<file path="src/rtl/seg7_pkg.sv">
// seg7_pkg: shared constants for the seven-segment scan capture block.
// Patterns are active-low, ordered {g,f,e,d,c,b,a} (bit0 = a).
package seg7_pkg;

  localparam int SEG_W = 7;
  localparam int NDIG  = 4;

  localparam logic [SEG_W-1:0] SEG_0     = 7'b1000000;
  localparam logic [SEG_W-1:0] SEG_1     = 7'b1111001;
  localparam logic [SEG_W-1:0] SEG_2     = 7'b0100100;
  localparam logic [SEG_W-1:0] SEG_3     = 7'b0110000;
  localparam logic [SEG_W-1:0] SEG_4     = 7'b0011001;
  localparam logic [SEG_W-1:0] SEG_5     = 7'b0010010;
  localparam logic [SEG_W-1:0] SEG_6     = 7'b0000010;
  localparam logic [SEG_W-1:0] SEG_7     = 7'b1111000;
  localparam logic [SEG_W-1:0] SEG_8     = 7'b0000000;
  localparam logic [SEG_W-1:0] SEG_9     = 7'b0010000;
  localparam logic [SEG_W-1:0] SEG_A     = 7'b0001000;
  localparam logic [SEG_W-1:0] SEG_B     = 7'b0000011;
  localparam logic [SEG_W-1:0] SEG_C     = 7'b1000110;
  localparam logic [SEG_W-1:0] SEG_D     = 7'b0100001;
  localparam logic [SEG_W-1:0] SEG_E     = 7'b0000110;
  localparam logic [SEG_W-1:0] SEG_F     = 7'b0001110;
  localparam logic [SEG_W-1:0] SEG_BLANK = 7'b1111111;

endpackage

</file>
<file path="src/rtl/seg7_pattern_dec.sv">
// seg7_pattern_dec: combinational decode of one active-low segment pattern
// into a hex nibble, with hex-match and blank flags.
module seg7_pattern_dec
  import seg7_pkg::*;
(
  input  logic [SEG_W-1:0] pat_i,
  output logic [3:0]       nib_o,
  output logic             hex_o,
  output logic             blank_o
);

  // Table lookup; anything not in the table and not blank is an error pattern.
  always_comb begin
    nib_o   = 4'h0;
    hex_o   = 1'b1;
    blank_o = 1'b0;
    case (pat_i)
      SEG_0:     nib_o = 4'h0;
      SEG_1:     nib_o = 4'h1;
      SEG_2:     nib_o = 4'h2;
      SEG_3:     nib_o = 4'h3;
      SEG_4:     nib_o = 4'h4;
      SEG_5:     nib_o = 4'h5;
      SEG_6:     nib_o = 4'h6;
      SEG_7:     nib_o = 4'h7;
      SEG_8:     nib_o = 4'h8;
      SEG_9:     nib_o = 4'h9;
      SEG_A:     nib_o = 4'hA;
      SEG_B:     nib_o = 4'hB;
      SEG_C:     nib_o = 4'hC;
      SEG_D:     nib_o = 4'hD;
      SEG_E:     nib_o = 4'hE;
      SEG_F:     nib_o = 4'hF;
      SEG_BLANK: begin
        hex_o   = 1'b0;
        blank_o = 1'b1;
      end
      default:   hex_o = 1'b0;
    endcase
  end

endmodule

</file>
<file path="src/rtl/seg7_scan_capture.sv">
// seg7_scan_capture: recovers hex digits from a multiplexed active-low
// 4-digit seven-segment bus and publishes complete frames with a valid pulse.
// Optional macro SEG7_DP_EN adds the decimal point input iDP and output oDP.
module seg7_scan_capture
  import seg7_pkg::*;
#(
  parameter int STABLE_CNT = 4,
  parameter int SAMPLE_DIV = 1
) (
  input  logic              iCLK,
  input  logic              iRST,
  input  logic [SEG_W-1:0]  iSEG,
  input  logic [NDIG-1:0]   iDIG_SEL,
  input  logic              iCLR_ERR,
`ifdef SEG7_DP_EN
  input  logic              iDP,
  output logic [NDIG-1:0]   oDP,
`endif
  output logic [4*NDIG-1:0] oDIG,
  output logic [NDIG-1:0]   oBLANK,
  output logic              oVALID,
  output logic [NDIG-1:0]   oERR
);

`ifdef SEG7_DP_EN
  localparam int PAT_W = SEG_W + 1;
`else
  localparam int PAT_W = SEG_W;
`endif
  localparam logic [7:0]  CNT_MAX = 8'(STABLE_CNT);
  localparam logic [15:0] DIV_TC  = 16'(SAMPLE_DIV - 1);

  logic [SEG_W-1:0] seg_s1_q, seg_s2_q;
  logic [NDIG-1:0]  sel_s1_q, sel_s2_q;
  logic [15:0]      div_q;
  logic             sample_en;
  logic             sel_ok;
  logic [1:0]       sel_k;
  logic [PAT_W-1:0] pat_cur;
  logic [7:0]       cnt_q, cnt_d;
  logic             acc_q, acc_d, accept;
  logic [1:0]       prev_k_q, prev_k_d;
  logic [PAT_W-1:0] prev_pat_q, prev_pat_d;
  logic [3:0]       dec_nib;
  logic             dec_hex, dec_blank;
  logic             acc_v_q, acc_hex_q, acc_blank_q;
  logic [1:0]       acc_k_q;
  logic [3:0]       acc_nib_q;
  logic [NDIG-1:0][3:0] shadow_q, shadow_d, dig_q;
  logic [NDIG-1:0]  blank_sh_q, blank_sh_d, blank_q;
  logic [NDIG-1:0]  seen_q, seen_d, err_q, err_set;
  logic             valid_q, frame;
`ifdef SEG7_DP_EN
  logic             dp_s1_q, dp_s2_q, acc_dp_q;
  logic [NDIG-1:0]  dp_sh_q, dp_sh_d, dp_q;
`endif

  // Two-flop synchronizers; reset to all-ones so the bus looks idle.
  always_ff @(posedge iCLK or posedge iRST) begin
    if (iRST) begin
      seg_s1_q <= '1;
      seg_s2_q <= '1;
      sel_s1_q <= '1;
      sel_s2_q <= '1;
    end else begin
      seg_s1_q <= iSEG;
      seg_s2_q <= seg_s1_q;
      sel_s1_q <= iDIG_SEL;
      sel_s2_q <= sel_s1_q;
    end
  end

`ifdef SEG7_DP_EN
  // Decimal point travels through its own synchronizer alongside iSEG.
  always_ff @(posedge iCLK or posedge iRST) begin
    if (iRST) begin
      dp_s1_q <= 1'b1;
      dp_s2_q <= 1'b1;
    end else begin
      dp_s1_q <= iDP;
      dp_s2_q <= dp_s1_q;
    end
  end
  assign pat_cur = {dp_s2_q, seg_s2_q};
`else
  assign pat_cur = seg_s2_q;
`endif

  // Sample-rate divider: a sample is taken at terminal count.
  assign sample_en = (div_q == DIV_TC);
  always_ff @(posedge iCLK or posedge iRST) begin
    if (iRST)           div_q <= '0;
    else if (sample_en) div_q <= '0;
    else                div_q <= div_q + 16'd1;
  end

  // Select must be exactly one low strobe to be a usable sample.
  always_comb begin
    sel_ok = 1'b1;
    sel_k  = 2'd0;
    case (sel_s2_q)
      4'b1110: sel_k = 2'd0;
      4'b1101: sel_k = 2'd1;
      4'b1011: sel_k = 2'd2;
      4'b0111: sel_k = 2'd3;
      default: sel_ok = 1'b0;
    endcase
  end

  // Stability filter: count identical samples, accept once per strobe.
  always_comb begin
    cnt_d      = cnt_q;
    acc_d      = acc_q;
    prev_k_d   = prev_k_q;
    prev_pat_d = prev_pat_q;
    accept     = 1'b0;
    if (sample_en) begin
      if (!sel_ok) begin
        cnt_d = 8'd0;
        acc_d = 1'b0;
      end else if (sel_k != prev_k_q || pat_cur != prev_pat_q) begin
        cnt_d      = 8'd1;
        acc_d      = 1'b0;
        prev_k_d   = sel_k;
        prev_pat_d = pat_cur;
      end else begin
        if (cnt_q != CNT_MAX) cnt_d = cnt_q + 8'd1;
        if (cnt_d == CNT_MAX && !acc_q) begin
          accept = 1'b1;
          acc_d  = 1'b1;
        end
      end
    end
  end

  seg7_pattern_dec u_dec (
    .pat_i   (seg_s2_q),
    .nib_o   (dec_nib),
    .hex_o   (dec_hex),
    .blank_o (dec_blank)
  );

  // Filter state plus the registered decode of an accepted digit.
  always_ff @(posedge iCLK or posedge iRST) begin
    if (iRST) begin
      cnt_q       <= '0;
      acc_q       <= 1'b0;
      prev_k_q    <= '0;
      prev_pat_q  <= '1;
      acc_v_q     <= 1'b0;
      acc_k_q     <= '0;
      acc_nib_q   <= '0;
      acc_hex_q   <= 1'b0;
      acc_blank_q <= 1'b0;
`ifdef SEG7_DP_EN
      acc_dp_q    <= 1'b1;
`endif
    end else begin
      cnt_q      <= cnt_d;
      acc_q      <= acc_d;
      prev_k_q   <= prev_k_d;
      prev_pat_q <= prev_pat_d;
      acc_v_q    <= accept;
      if (accept) begin
        acc_k_q     <= sel_k;
        acc_nib_q   <= dec_nib;
        acc_hex_q   <= dec_hex;
        acc_blank_q <= dec_blank;
`ifdef SEG7_DP_EN
        acc_dp_q    <= dp_s2_q;
`endif
      end
    end
  end

  // Merge an accepted digit into the shadow frame; detect frame completion.
  always_comb begin
    shadow_d   = shadow_q;
    blank_sh_d = blank_sh_q;
    seen_d     = seen_q;
    err_set    = '0;
`ifdef SEG7_DP_EN
    dp_sh_d    = dp_sh_q;
`endif
    if (acc_v_q) begin
      if (acc_hex_q || acc_blank_q) begin
        shadow_d[acc_k_q]   = acc_hex_q ? acc_nib_q : 4'h0;
        blank_sh_d[acc_k_q] = acc_blank_q;
        seen_d[acc_k_q]     = 1'b1;
`ifdef SEG7_DP_EN
        dp_sh_d[acc_k_q]    = ~acc_dp_q;
`endif
      end else begin
        err_set[acc_k_q] = 1'b1;
      end
    end
    frame = (seen_d == '1);
  end

  // Shadow, frame publish and sticky error registers; error set beats clear.
  always_ff @(posedge iCLK or posedge iRST) begin
    if (iRST) begin
      shadow_q   <= '0;
      blank_sh_q <= '0;
      seen_q     <= '0;
      dig_q      <= '0;
      blank_q    <= '0;
      valid_q    <= 1'b0;
      err_q      <= '0;
`ifdef SEG7_DP_EN
      dp_sh_q    <= '0;
      dp_q       <= '0;
`endif
    end else begin
      shadow_q   <= shadow_d;
      blank_sh_q <= blank_sh_d;
      valid_q    <= frame;
      err_q      <= (err_q & ~{NDIG{iCLR_ERR}}) | err_set;
`ifdef SEG7_DP_EN
      dp_sh_q    <= dp_sh_d;
`endif
      if (frame) begin
        seen_q  <= '0;
        dig_q   <= shadow_d;
        blank_q <= blank_sh_d;
`ifdef SEG7_DP_EN
        dp_q    <= dp_sh_d;
`endif
      end else begin
        seen_q  <= seen_d;
      end
    end
  end

  assign oDIG   = dig_q;
  assign oBLANK = blank_q;
  assign oVALID = valid_q;
  assign oERR   = err_q;
`ifdef SEG7_DP_EN
  assign oDP    = dp_q;
`endif

endmodule

</file>
<file path="config.mk">
export PLATFORM = sky130hd
export DESIGN_NAME = seg7_scan_capture
export DESIGN_NICKNAME = d
export VERILOG_FILES = /design/src/rtl/seg7_pkg.sv /design/src/rtl/seg7_pattern_dec.sv /design/src/rtl/seg7_scan_capture.sv
export SDC_FILE = /design/constraint.sdc
export NUM_CORES = 1
export LEC_CHECK = 0
export BUFFER_PORTS_ARGS = -buffer_cell sky130_fd_sc_hd__buf_2
export CAP_MARGIN = 20
export CELL_PAD_IN_SITES_DETAIL_PLACEMENT = 0
export CELL_PAD_IN_SITES_GLOBAL_PLACEMENT = 1
export CORE_MARGIN = 10
export CORE_UTILIZATION = 49
export DETAILED_ROUTE_END_ITERATION = 7
export GPL_TIMING_DRIVEN = 0
export MAX_ROUTING_LAYER = met4
export PLACE_DENSITY_LB_ADDON = 0.1
export SYNTH_ARGS = -nofsm -noshare
export SYNTH_HDL_FRONTEND = slang
export SYNTH_SLANG_ARGS = --single-unit
export TNS_END_PERCENT = 5
</file>
<file path="constraint.sdc">
create_clock -name iCLK -period 4.1 [get_ports iCLK]
set_clock_uncertainty 0.2 [all_clocks]
set_input_delay 0.615 -clock iCLK [delete_from_list [all_inputs] [get_ports iCLK]]
set_output_delay 0.615 -clock iCLK [all_outputs]
set_load 0.01 [all_outputs]
</file>
==> key figures <==
Status
  – Status: finished clean

Route
  – Drt drc: 0
  – Vias: 3626
  – WL met3: 540 µm
  – DR WL met2: 5.050 mm
  – Top Metal Used: met4
  – Routed WL: 10.85 mm
  – DR iter-0 viols: 213
  – Vias/cell: 5.578
  – Metal-1 WL: 5.156 mm
  – Router iterations before antenna repair: 4
  – Wirelength per Cell: 16.68 µm
  – Antenna-violating nets left: 0

Clock network
  – Clock Sinks: 114
  – Bufs on Longest Clock Path: 2
  – Num CTS Buffers: 17
  – CTS tree: built
  – H-tree depth: 4
  – CTS clk-pin slew, worst paths: 0.05 ns
  – Setup Buffers After CTS: 0
  – Clock latency on the worst-skew pair: 0.51 ns
  – CTS root buffer: clkbuf_8
  – CTS resizes: 0

Min path
  – Hold path startpoint: iCLR_ERR
  – WHS Endpoint: oERR[2]$_DFF_PP0_
  – Hold Path Class: in -> reg
  – Hold Path Stages: 2

Global routing
  – Pin count of the biggest net entering global routing: 72
  – Global route total overflow: 0
  – Vias in the first global route: 3650
  – Global-route wire length before repair: 18.47 mm
  – GRT Overall Usage: 0.1582
  – Initial antenna violation count: 0

Logic synthesis
  – Async SR Flop Fraction: 1.000
  – Cell variety after synth: 75
  – Post-synth EDFFs: 0
  – Top_reg_cell synth: dfrtp_1
  – Synth area leaders: dfrtp_1, dfstp_2, mux2_4, a32o_1, xnor2_1
  – Leading area contributor after synthesis: dfrtp_1
  – Post-synthesis sequential area ratio: 0.5448
  – Yosys warns: 0
  – #FFs+latches synth: 114
  – Synth Instances: 431
  – Share of the synthesized area in the top cell type: 0.4011
  – Synth Net Count: 449
  – Synth Cell Area: 5303 µm²
  – Mean Syn Cell Area: 12.30 µm²

Layout
  – Fraction of layout cells with a size suffix above 1: 0.3288
  – Layout area overhead: 20.36%
  – Design Area, Final: 6382 µm²
  – Fin nets: 519
  – # diodes: 0
  – Multi-input gate area: 2187 µm²
  – Register area: 2889 µm²
  – Number of fillers in the final layout: 850
  – Most frequent cells in the layout: dfrtp_1, buf_2, dfstp_2
  – Commonest non-fill, non-tap cell in the layout: dfrtp_1

Pwr
  – Gate power share: 0.055
  – Final Power: 0.002731 W
  – Sw Share: 0.2157
  – Lkg Pwr: 2.837 nW
  – P_int: 0.002142 W
  – Worst IR Drop VDD: 0.3496 mV
  – Clock share of power: 0.507
  – Pwr/cell area: 427.9 nW/µm²
  – Psw: 0.0005890 W
  – Flop pwr share: 0.438

Setup path
  – Worst R2R Path Depth: 8
  – CP required: 4.29 ns
  – Crit-path max FO: 9
  – CP Class: reg -> reg
  – Crit path arrival time: 2.97 ns
  – Worst setup EP type: register
  – Startpoint types: register
  – RR Endpoint: acc_nib_q[1]$_DFFE_PP0P_
  – Flop2flop setup slack: 1.32 ns
  – Worst reg2reg path startpoint: cnt_q[0]$_DFFE_PP0N_

STA
  – Max-slew headroom: 0.5330
  – Slew Viols, Final: 0
  – Min Tclk post-route: 2.783 ns
  – RSZ-0062 raised after global routing: no
  – Worst slew pin tran: 0.6952 ns
  – Final Hold Fails: 0
  – Post-route clock period utilization: 0.6788
  – Final setup viols: 0
  – Max Freq: 359.3 MHz

Floorplanning
  – Number of placed I/O pins: 39
  – Die ar.: 15380 µm²
  – Die height: 124.0 µm
  – Core Footprint: 10420 µm²
  – Initial core utilization: 0.5091
  – Die W: 124.0 µm
  – Num rows: 37

Place
  – Post-DP Area: 5693 µm²
  – Port Buffers: 38
  – Final Wtd Congestion: 0.8666
  – HPWL Detailed: 7.291 mm

Run
  – Max cap viols: 0
## worst max-delay path: stages, from the launching register on
cell,delay [ns]
dfrtp_1,0.48
inv_1,0.12
ha_1,0.34
or4b_1,0.47
a21o_1,0.17
o22ai_2,0.18
and4_1,0.23
buf_6,0.16
mux2_4,0.31
## metal layers
metal	up-vias	track usage
li1	1742	-
met1	1800	0.2042
met2	77	0.2288
met3	7	0.05023
met5	-	-
met4	0	0.05899
## sequential cells by signal, summed over array words and instances, names as in the netlist
| name | flops |
|---|---|
| shadow_q | 16 |
| seg_s1_q | 7 |
| oBLANK | 4 |
| blank_sh_q | 4 |
| sel_s1_q | 4 |
| pat_cur | 7 |
| div_q | 16 |
| cnt_q | 8 |
| oVALID | 1 |
| acc_blank_q | 1 |
| acc_nib_q | 4 |
| acc_hex_q | 1 |
| oERR | 4 |
| acc_q | 1 |
| sel_s2_q | 4 |
| prev_pat_q | 7 |
| acc_v_q | 1 |
| oDIG | 16 |
| seen_q | 4 |
| acc_k_q | 2 |
| prev_k_q | 2 |
## per-stage QoR
step	utilization	setup slack (ns)	instances	hold slack, ns	TNS (ns)
after global placement	0.5437	-0.9262	605	0.1453	-77.99
after CTS	0.6127	1.331	650	0.1014	0
after detailed placement	0.5465	1.361	606	0.1473	0
after floorplan	-	0.3173	431	0.1452	0
after global routing	0.6127	1.182	650	0.1113	0
final	0.6127	1.317	650	0.1379	0
## cells by family after synthesis
group                      synth area share
AOI/OAI and AO/OA                    0.1149
xor gates and xnor gates            0.03964
adders and majority gates          0.009439
buffers and inverters               0.04271
DFF                                  0.5448
muxes                               0.08990
and+or+nand+nor                      0.1586
## Yosys cell counts (all sizes together), types with 3 or more instances
master  instances
nand4b          3
a22o            4
nor4            5
ha              4
o31ai           3
or3             5
a21oi           9
o21ai          10
clkbuf         11
dfrtp          85
o22ai           3
mux2           35
inv            12
nand3          20
nand2b          3
and3            8
dfstp          29
o211ai          3
nor2           24
a31oi          12
a32o           16
nor2b           3
xor2            7
nor4b           3
buf            15
nand4           9
xnor2          17
nand2          22
and2            3
nor3            7
nor3b           5
and4            4
## area by class of cell
type	instances	area share
inverter	12	0.007450
multi-input combinational	278	0.3427
buffer	27	0.02843
timing repair buffer	51	0.05293
clock inverter	11	0.01725
sequential	114	0.4527
tap	136	0.02666
clock buffer	21	0.07195
## what timing repair did
action | in CTS | in global routing
hold endpoints to repair | 34 | 0
setup endpoints to repair | 0 | 0
hold buffers | 12 | 0
## power groups by stage
stage | combinational (W) | clock, W | sequential, W
3_3_place_gp | 0.000137 | 0 | 0.00121
2_1_floorplan | 0.000107 | 0 | 0.00121
5_1_grt | 0.000169 | 0.00148 | 0.00120
4_1_cts | 0.000152 | 0.00143 | 0.00120
3_5_place_dp | 0.000143 | 0 | 0.00121
6_report | 0.000150 | 0.00139 | 0.00120
## worst max path at each step
stage | from | endpoint | cells past startpoint
final | cnt_q[0]$_DFFE_PP0N_ | acc_nib_q[1]$_DFFE_PP0P_ | 8
after global routing | cnt_q[0]$_DFFE_PP0N_ | acc_nib_q[0]$_DFFE_PP0P_ | 8
after CTS | cnt_q[0]$_DFFE_PP0N_ | acc_nib_q[1]$_DFFE_PP0P_ | 8
after detailed placement | cnt_q[0]$_DFFE_PP0N_ | acc_blank_q$_DFFE_PP0P_ | 8
after global placement | iRST | oDIG[8]$_DFFE_PP0P_ | 2
after floorplan | iRST | acc_blank_q$_DFFE_PP0P_ | 1
Note: power is estimated with default switching activity, not from simulation.
